### config.mk
export PLATFORM = sky130hd
export DESIGN_NAME = sqi_sram_resp
export DESIGN_NICKNAME = d
export VERILOG_FILES = /design/src/rtl/sqi_sram_resp_pkg.sv /design/src/rtl/sqi_edge_det.sv /design/src/rtl/sqi_sram_resp.sv
export SDC_FILE = /design/constraint.sdc
export NUM_CORES = 2
export LEC_CHECK = 0
export ABC_CLOCK_PERIOD_IN_PS = 4000
export CAP_MARGIN = 20
export CORE_MARGIN = 10
export CORE_UTILIZATION = 55
export DETAILED_ROUTE_END_ITERATION = 8
export PLACE_DENSITY = 0.73
export SYNTH_ARGS = -nofsm -noshare
export SYNTH_HDL_FRONTEND = slang
export SYNTH_SLANG_ARGS = --single-unit
export TNS_END_PERCENT = 20
### constraint.sdc
create_clock -name clk -period 4 [get_ports clk]
set_input_delay 1.2 -clock clk [delete_from_list [all_inputs] [get_ports clk]]
set_output_delay 1.2 -clock clk [all_outputs]
set_load 0.02 [all_outputs]
### src/rtl/sqi_sram_resp_pkg.sv
// Shared definitions for the SQI SRAM responder: FSM states, command
// codes and the nibble count of each transaction phase.
package sqi_sram_resp_pkg;

  typedef enum logic [2:0] {
    ST_IDLE   = 3'd0,
    ST_CMD    = 3'd1,
    ST_ADDR   = 3'd2,
    ST_DUMMY  = 3'd3,
    ST_WRITE  = 3'd4,
    ST_RDATA  = 3'd5,
    ST_IGNORE = 3'd6
  } sqi_state_e;

  localparam logic [7:0] CMD_READ  = 8'h03;
  localparam logic [7:0] CMD_WRITE = 8'h02;

  localparam logic [2:0] CMD_NIBBLES   = 3'd2;
  localparam logic [2:0] ADDR_NIBBLES  = 3'd6;
  localparam logic [2:0] DUMMY_NIBBLES = 3'd2;

endpackage

### src/rtl/sqi_edge_det.sv
// Registers the SQI pins once into the clk domain and flags sck/cs edges
// by comparing each registered sample against the previous one.
module sqi_edge_det (
  input  logic       clk,
  input  logic       rst_n,
  input  logic       i_sck,
  input  logic       i_cs,
  input  logic [3:0] i_data,
  output logic       o_sck_rise,
  output logic       o_sck_fall,
  output logic       o_cs_fall,
  output logic       o_cs_high,
  output logic [3:0] o_data
);

  logic       r_sck;
  logic       r_sck_prev;
  logic       r_cs;
  logic       r_cs_prev;
  logic [3:0] r_data;

  // Sample the pins; during reset both stages track the pins so that a cs
  // already held low at reset release is not mistaken for a fresh edge.
  always_ff @(posedge clk) begin
    if (!rst_n) begin
      r_sck      <= i_sck;
      r_sck_prev <= i_sck;
      r_cs       <= i_cs;
      r_cs_prev  <= i_cs;
      r_data     <= 4'h0;
    end else begin
      r_sck      <= i_sck;
      r_sck_prev <= r_sck;
      r_cs       <= i_cs;
      r_cs_prev  <= r_cs;
      r_data     <= i_data;
    end
  end

  assign o_sck_rise = r_sck & ~r_sck_prev;
  assign o_sck_fall = ~r_sck & r_sck_prev;
  assign o_cs_fall  = ~r_cs & r_cs_prev;
  assign o_cs_high  = r_cs;
  assign o_data     = r_data;

endmodule

### src/rtl/sqi_sram_resp.sv
// SQI serial SRAM responder: decodes READ/WRITE commands with a 24-bit
// address from nibble-wide SQI transfers and serves a flop-array memory.
module sqi_sram_resp
  import sqi_sram_resp_pkg::*;
#(
  parameter int         ADDR_W   = 8,
  parameter logic [7:0] MEM_INIT = 8'h00
) (
  input  logic       clk,
  input  logic       rst_n,
  input  logic       sqi_sck,
  input  logic       sqi_cs,
  input  logic [3:0] sqi_data_in,
  output logic [3:0] sqi_data_out,
  output logic [3:0] sqi_data_oe,
  output logic       busy
);

  localparam int DEPTH = 1 << ADDR_W;

  logic              w_sck_rise;
  logic              w_sck_fall;
  logic              w_cs_fall;
  logic              w_cs_high;
  logic [3:0]        w_din;

  sqi_state_e        r_state;
  sqi_state_e        w_state_nxt;
  logic [2:0]        r_cnt,   w_cnt_nxt;
  logic [19:0]       r_shift, w_shift_nxt;
  logic [ADDR_W-1:0] r_addr,  w_addr_nxt;
  logic [3:0]        r_hi,    w_hi_nxt;
  logic              r_lo,    w_lo_nxt;
  logic              r_rd,    w_rd_nxt;
  logic [3:0]        r_out,   w_out_nxt;
  logic [3:0]        r_oe,    w_oe_nxt;
  logic              r_busy;
  logic              w_we;
  logic [7:0]        w_cmd;
  logic [7:0]        w_rbyte;
  logic [7:0]        r_mem [DEPTH];

  sqi_edge_det u_edge (
    .clk        (clk),
    .rst_n      (rst_n),
    .i_sck      (sqi_sck),
    .i_cs       (sqi_cs),
    .i_data     (sqi_data_in),
    .o_sck_rise (w_sck_rise),
    .o_sck_fall (w_sck_fall),
    .o_cs_fall  (w_cs_fall),
    .o_cs_high  (w_cs_high),
    .o_data     (w_din)
  );

  assign w_rbyte = r_mem[r_addr];
  assign w_cmd   = {r_shift[3:0], w_din};

  // Next-state and datapath decisions; cs events always win over sck events.
  always_comb begin
    w_state_nxt = r_state;
    w_cnt_nxt   = r_cnt;
    w_shift_nxt = r_shift;
    w_addr_nxt  = r_addr;
    w_hi_nxt    = r_hi;
    w_lo_nxt    = r_lo;
    w_rd_nxt    = r_rd;
    w_out_nxt   = r_out;
    w_oe_nxt    = r_oe;
    w_we        = 1'b0;
    if (w_cs_fall) begin
      w_state_nxt = ST_CMD;
      w_cnt_nxt   = 3'd0;
      w_lo_nxt    = 1'b0;
      w_oe_nxt    = 4'h0;
    end else if (w_cs_high) begin
      w_state_nxt = ST_IDLE;
      w_cnt_nxt   = 3'd0;
      w_lo_nxt    = 1'b0;
      w_oe_nxt    = 4'h0;
    end else begin
      case (r_state)
        ST_CMD: begin
          if (w_sck_rise) begin
            w_shift_nxt = {r_shift[15:0], w_din};
            if (r_cnt == CMD_NIBBLES - 3'd1) begin
              w_cnt_nxt = 3'd0;
              if (w_cmd == CMD_READ) begin
                w_state_nxt = ST_ADDR;
                w_rd_nxt    = 1'b1;
              end else if (w_cmd == CMD_WRITE) begin
                w_state_nxt = ST_ADDR;
                w_rd_nxt    = 1'b0;
              end else begin
                w_state_nxt = ST_IGNORE;
              end
            end else begin
              w_cnt_nxt = r_cnt + 3'd1;
            end
          end else begin
            w_cnt_nxt = r_cnt;
          end
        end
        ST_ADDR: begin
          if (w_sck_rise) begin
            w_shift_nxt = {r_shift[15:0], w_din};
            if (r_cnt == ADDR_NIBBLES - 3'd1) begin
              w_cnt_nxt   = 3'd0;
              w_addr_nxt  = ADDR_W'({r_shift, w_din});
              w_lo_nxt    = 1'b0;
              w_state_nxt = r_rd ? ST_DUMMY : ST_WRITE;
            end else begin
              w_cnt_nxt = r_cnt + 3'd1;
            end
          end else begin
            w_cnt_nxt = r_cnt;
          end
        end
        ST_DUMMY: begin
          // Only falls after the final dummy nibble start the read phase.
          if (w_sck_rise && (r_cnt != DUMMY_NIBBLES)) begin
            w_cnt_nxt = r_cnt + 3'd1;
          end else if (w_sck_fall && (r_cnt == DUMMY_NIBBLES)) begin
            w_out_nxt   = w_rbyte[7:4];
            w_oe_nxt    = 4'hF;
            w_lo_nxt    = 1'b1;
            w_state_nxt = ST_RDATA;
          end else begin
            w_cnt_nxt = r_cnt;
          end
        end
        ST_RDATA: begin
          if (w_sck_fall) begin
            if (r_lo) begin
              w_out_nxt  = w_rbyte[3:0];
              w_addr_nxt = r_addr + ADDR_W'(1);
              w_lo_nxt   = 1'b0;
            end else begin
              w_out_nxt = w_rbyte[7:4];
              w_lo_nxt  = 1'b1;
            end
          end else begin
            w_out_nxt = r_out;
          end
        end
        ST_WRITE: begin
          // The high nibble waits in r_hi; the byte commits on the low nibble.
          if (w_sck_rise) begin
            if (r_lo) begin
              w_we       = 1'b1;
              w_addr_nxt = r_addr + ADDR_W'(1);
              w_lo_nxt   = 1'b0;
            end else begin
              w_hi_nxt = w_din;
              w_lo_nxt = 1'b1;
            end
          end else begin
            w_hi_nxt = r_hi;
          end
        end
        ST_IDLE:   w_state_nxt = ST_IDLE;
        ST_IGNORE: w_state_nxt = ST_IGNORE;
        default:   w_state_nxt = ST_IDLE;
      endcase
    end
  end

  // FSM state register.
  always_ff @(posedge clk) begin
    if (!rst_n) begin
      r_state <= ST_IDLE;
    end else begin
      r_state <= w_state_nxt;
    end
  end

  // Datapath and registered output register bank.
  always_ff @(posedge clk) begin
    if (!rst_n) begin
      r_cnt   <= 3'd0;
      r_shift <= 20'h0;
      r_addr  <= '0;
      r_hi    <= 4'h0;
      r_lo    <= 1'b0;
      r_rd    <= 1'b0;
      r_out   <= 4'h0;
      r_oe    <= 4'h0;
      r_busy  <= 1'b0;
    end else begin
      r_cnt   <= w_cnt_nxt;
      r_shift <= w_shift_nxt;
      r_addr  <= w_addr_nxt;
      r_hi    <= w_hi_nxt;
      r_lo    <= w_lo_nxt;
      r_rd    <= w_rd_nxt;
      r_out   <= w_out_nxt;
      r_oe    <= w_oe_nxt;
      r_busy  <= (w_state_nxt != ST_IDLE);
    end
  end

  // Single-write-port memory array, filled with MEM_INIT at reset.
  always_ff @(posedge clk) begin
    if (!rst_n) begin
      for (int i = 0; i < DEPTH; i++) begin
        r_mem[i] <= MEM_INIT;
      end
    end else if (w_we) begin
      r_mem[r_addr] <= {r_hi, w_din};
    end
  end

  assign sqi_data_out = r_out;
  assign sqi_data_oe  = r_oe;
  assign busy         = r_busy;

endmodule

---- Word-level counts from Yosys, hierarchy flattened ----
Memories as Yosys holds them, arrays and structs flattened. A register that Yosys moved wholly into a read port is not among the register bits.
Index checks and enable logic that the tools add are counted.
storage, ports and cells
  memory bits (writable) .................. 2,048
  logic and storage cells ................. 123
  output and inout port bits .............. 9
  bits of input ports ..................... 8
  register bits after elaboration ......... 38
  memories kept ........................... 1
operators by class
  add/sub/neg operators ................... 2
  bitwise gates (word level) .............. 10
  reduce and logical (&&, ||, !) cells .... 20
  mux-type cells .......................... 55
  equal/unequal tests ..................... 20
memories
  name   words  bits a word  read ports  clocked after Yosys merged registers in  write ports  RTL line             text
  r_mem  256    8            1           1                                        256          sqi_sram_resp.sv:41  logic [7:0] r_mem [DEPTH];
operators with widths
  cell                                                              number
  8-bit two-way mux                                                 9
  3-bit two-way mux                                                 16
  8-bit case mux with 3 select lines                                1
  1-bit two-way mux                                                 21
  8-bit by 2-bit == test with 1-bit output (second input constant)  2
  4-bit two-way mux                                                 4
  2-bit != test (second input constant)                             8
  3-bit case mux with 5 select lines                                1
  7-bit AND reduction                                               2
  3-bit == test (second input constant)                             4
  6-bit AND reduction                                               2
  3-bit by 2-bit == test with 1-bit output (second input constant)  3
  3-bit case mux with 3 select lines                                1
  3-bit nonzero test                                                3
  8-bit by 1-bit adder with 8-bit output (second input constant)    1
  4-bit case mux with 2 select lines                                1
  4-bit AND reduction                                               2
  8-bit OR reduction                                                1
  1-bit NOT                                                         7
  3-bit by 1-bit == test with 1-bit output (second input constant)  2
  5-bit AND reduction                                               1
  1-bit case mux with 4 select lines                                1
  2-bit nonzero test                                                2
  4-bit nonzero test                                                1
  other kinds (7)                                                   11

---- Longest topological paths before layout ----
  word-level depth ........................ 11
  gate-level depth with buffers ........... 12
  gate-level depth less buffers ........... 9

---- Cells and area by module ----
Synthesis repeated with hierarchy kept, for this count alone.
second synthesis, totals
  cells, all modules ...................... 6,628
  area, all modules ....................... 97,372.1 µm²
modules (own cells, without submodules)
  module         area each (µm²)  times used  cells an instance  seq. area each (µm²)
  sqi_sram_resp  97,145.7         1           6,611              62,259.7
  sqi_edge_det   226.5            1           17                 160.2

---- Least setup slack after synthesis ----
OpenSTA, ideal clock, no wires.
  path kind ............................... input port to flip-flop
  start point ............................. input rst_n
  end point ............................... memory r_mem[13][0], enable pin
  buffers on the path ..................... 5
  stages .................................. 9
  library setup time ...................... 384 ps
  data arrival time ....................... 3,498 ps
  path slack .............................. 118 ps
  data required time ...................... 3,616 ps
  path through ............................ clkbuf_1 > nand2_1 > nor3_1 > buf_2 > buf_2 > nand4_1 > clkbuf_1 > clkbuf_1 > o21ai_0
RTL lines
  what             RTL line             text
  start, declared  sqi_sram_resp.sv:10  input logic rst_n,
  end, declared    sqi_sram_resp.sv:41

==> run metrics <==
status=finished, final reports clean; CP arrival=roughly 4.6 ns; dominant register cell in the synthesized netlist=edfxtp_1; required time worst endpoint=4.71 ns; synthesized area per cell=14.68 sq um; final count of hold timing violations=0; Critical Path End Type=flip-flop; die width=approximately 440 microns; critical path depth=9; class of the worst hold path=reg -> reg; total congestion overflow=0; Placer Congestion=between 0.9 and 1; Post-route DRC=0; final setup violation count=0; clk buf depth=3; Final Critical Period=between 3 and 4 ns; Power Density=between 400 and 500 nW/um^2; Clk Latency, worst-skew pair=between 0.8 and 0.9 ns; die footprint=~190,000 sq um; share of cells above drive strength 1=19.81%; CP startpoint kind=flip-flop; synthesized area=about 97,000 sq um; peak supply drop=473.7 uV; R2R depth=9; final WL=about 280,000 microns; FMAX=~260 MHz; Nets=just under 7,000; first-pass GRT wire length=~400,000 microns; fin util=just over 60%; CTS tree=done; post-cts hold buffer count=0; top post-synthesis cells by area=edfxtp_1 63%, and2_1 13%, mux4_2 11%; largest net degree at the start of global routing=between 150 and 200; most common cell in the netlist=and2_1; most instantiated cells after synthesis=2,058 x and2_1, 2,048 x edfxtp_1, 481 x mux4_2; WL/cell=29.47 microns; clk slew on worst S/H paths=about 0.060 ns; DRT antenna net count=0; Max FO, Critical Path=20; clock skew=~0.044 ns; Async SR Flop Fraction=0%; vias in the first global route=58,120; top-area cell type share of the netlist area=between 60 and 70%; max cap viols=0; synthesized instance count=approximately 6,600; row cnt=approximately 150; Crit path max-delay family=compound AO/OA/AOI/OAI gates; Setup CP Type=reg -> reg; Vias/cell=6.379; Hold Crit Start=r_cnt[1]$_SDFFE_PP0P_; Die Y=roughly 440 microns; Slew headroom=roughly a fifth; Core ar.=~180,000 sq um; Yosys cell types=75; I/O pins=17; Via Count=between 50,000 and 60,000; Pre-Repair DR Iteration Count=8; final slew viol count=0; cts bufs inserted=209; cell type with the largest total area after synthesis=edfxtp_1; IO buf count=16; DRT iter0 DRCs=~9,700; P_leak=0.03662 uW; clk sinks=approximately 2,100; CP Cell Sequence=buf_12 > buf_4 > mux4_2 > o22ai_1 > nor3_1 > o21ai_0 > a31oi_1 > a31oi_1 > o22ai_1; Tot Pwr=~46,000 uW; RSZ-0062 raised after global routing=false; hold path cells=2; Post-DP HPWL=between 150,000 and 200,000 microns; starting density of the core=between 50 and 60%; antenna violations before repair=12; CTS root buf=clkbuf_16; Least-Margin Pin Slew=between 1 and 1.5 ns; slowest CP cell=dfxtp_4; Total GRT Usage=about 28%; count of state elements after synthesis=2,094; syn nets=roughly 6,600; final period utilization=between 90% and 100%; Buf/Inv on CP=2; Layout area overhead=12.31%; post-synthesis sequential area ratio=between 60 and 70%; yosys warns=0; Post-synth EDFFs=just over 2,000; max incr delay on CP=0.73 ns; H-tree levels=4
-- registers in the layout, indices dropped and copies added, names as in the netlist, named ones only --
name,flops
sqi_data_out,4
r_mem,2048
u_edge.r_cs_prev,1
r_rd,1
busy,1
r_hi,4
r_lo,1
sqi_data_oe,1
u_edge.o_cs_high,1
u_edge.r_sck_prev,1
r_state,3
u_edge.r_sck,1
r_addr,8
r_shift,4
u_edge.o_data,4
r_cnt,3
-- per-stage QoR --
stage                     cells   TNS, ns  instance area, sq um  hold WS (ns)  setup slack (ns)
after floorplan            6620         0                 97190        0.4646            0.1177
after global placement     8943         0                102200        0.4843           0.04256
after detailed placement   8947  -0.01005                102300        0.4966          -0.01005
after CTS                  9334         0                109000        0.5037            0.1276
after global routing       9348         0                109100        0.5458           0.04896
final                      9351         0                109200        0.5056           0.08981
-- worst register-to-register path, delay by kind of cell (launching register included) --
family	cells	cell delay [ns]
AO/OA/AOI/OAI	5	1.68
flip-flops	1	0.73
AND/OR/NAND/NOR	1	0.08
multiplexers	1	0.62
buffers and inverters	2	0.66
-- layout by cell type (no fill, tap or decap), types with 7 or more instances in the layout --
| cell type | instances |
|---|---|
| a211oi_1 | 25 |
| a21oi_1 | 44 |
| a221oi_1 | 11 |
| a22o_1 | 7 |
| a22oi_1 | 58 |
| a311oi_1 | 8 |
| a31oi_1 | 16 |
| and2_1 | 2058 |
| and3_1 | 15 |
| buf_12 | 44 |
| buf_2 | 10 |
| buf_4 | 478 |
| bufinv_16 | 15 |
| clkbuf_1 | 43 |
| clkbuf_16 | 209 |
| clkbuf_8 | 11 |
| clkdlybuf4s50_1 | 15 |
| clkinv_1 | 50 |
| clkinv_2 | 37 |
| dfxtp_1 | 33 |
| dfxtp_4 | 13 |
| edfxtp_1 | 2048 |
| ha_1 | 7 |
| inv_1 | 13 |
| mux2_2 | 26 |
| mux2i_1 | 148 |
| mux4_2 | 481 |
| nand2_1 | 113 |
| nand2b_1 | 23 |
| nand3_1 | 36 |
| nand3_2 | 12 |
| nand4_1 | 10 |
| nor2_1 | 317 |
| nor2b_1 | 28 |
| nor3_1 | 39 |
| o21ai_0 | 305 |
| o221ai_1 | 10 |
| o22ai_1 | 51 |
| or2_2 | 7 |
| or3_1 | 7 |
-- report_power, final --
| group | switching (uW) | internal, uW | total, uW |
|---|---|---|---|
| clock network | 8630 | 10800 | 19400 |
| registers | 383 | 25000 | 25400 |
| logic | 969 | 607 | 1580 |
| total | 9980 | 36500 | 46400 |
-- cell families (layout without fill, tap and decap cells) --
group / count (synthesis) / count (layout) / share of synthesized area, %
simple gates: 2696 / 2696 / 16.17
flops: 2094 / 2094 / 64.23
mux: 655 / 655 / 12.97
compound gates: 599 / 599 / 3.775
buf+inv: 568 / 956 / 2.756
fa+ha+maj: 7 / 7 / 0.09011
xor+xnor: 1 / 1 / 0.009014
other cells: 0 / 3 / 0
-- layer usage --
metal | up-vias | global-route usage, % | wire (microns) | part of all wire, %
li1 | 24840 | - | - | -
met1 | 30130 | 38.97 | 101700 | 37
met4 | 8 | 11.97 | 13500 | 4.9
met3 | 689 | 6.570 | 34330 | 12
met5 | - | 0 | 55 | 0.020
met2 | 3983 | 42.77 | 126000 | 46
-- worst paths after layout --
| check | end | slack (ns) |
|---|---|---|
| max | sqi_data_out[0]$_SDFFE_PN0P_ | 0.09 |
| max reg2reg | sqi_data_out[0]$_SDFFE_PN0P_ | 0.09 |
| min reg2reg | r_cnt[1]$_SDFFE_PP0P_ | 0.51 |
| min | r_cnt[1]$_SDFFE_PP0P_ | 0.51 |
-- repair_timing --
| item | 4_1_cts | 5_1_grt |
|---|---|---|
| buffers inserted | 1 | 0 |
| gates resized for setup | 0 | 0 |
| endpoints found under the setup margin | 1 | 0 |
-- layout make-up --
cell class              instances  area [sq um]
diodes                          3         7.507
fillers                     12590         66770
clock buffers                 262          5529
flip-flops and latches       2094         62470
repair buffers                555          4775
clock inverters               124          1215
inverters                      15         56.30
well taps                    2340          2928
multi-input cells            3958         32170
Note: power is estimated with default switching activity, not from simulation.
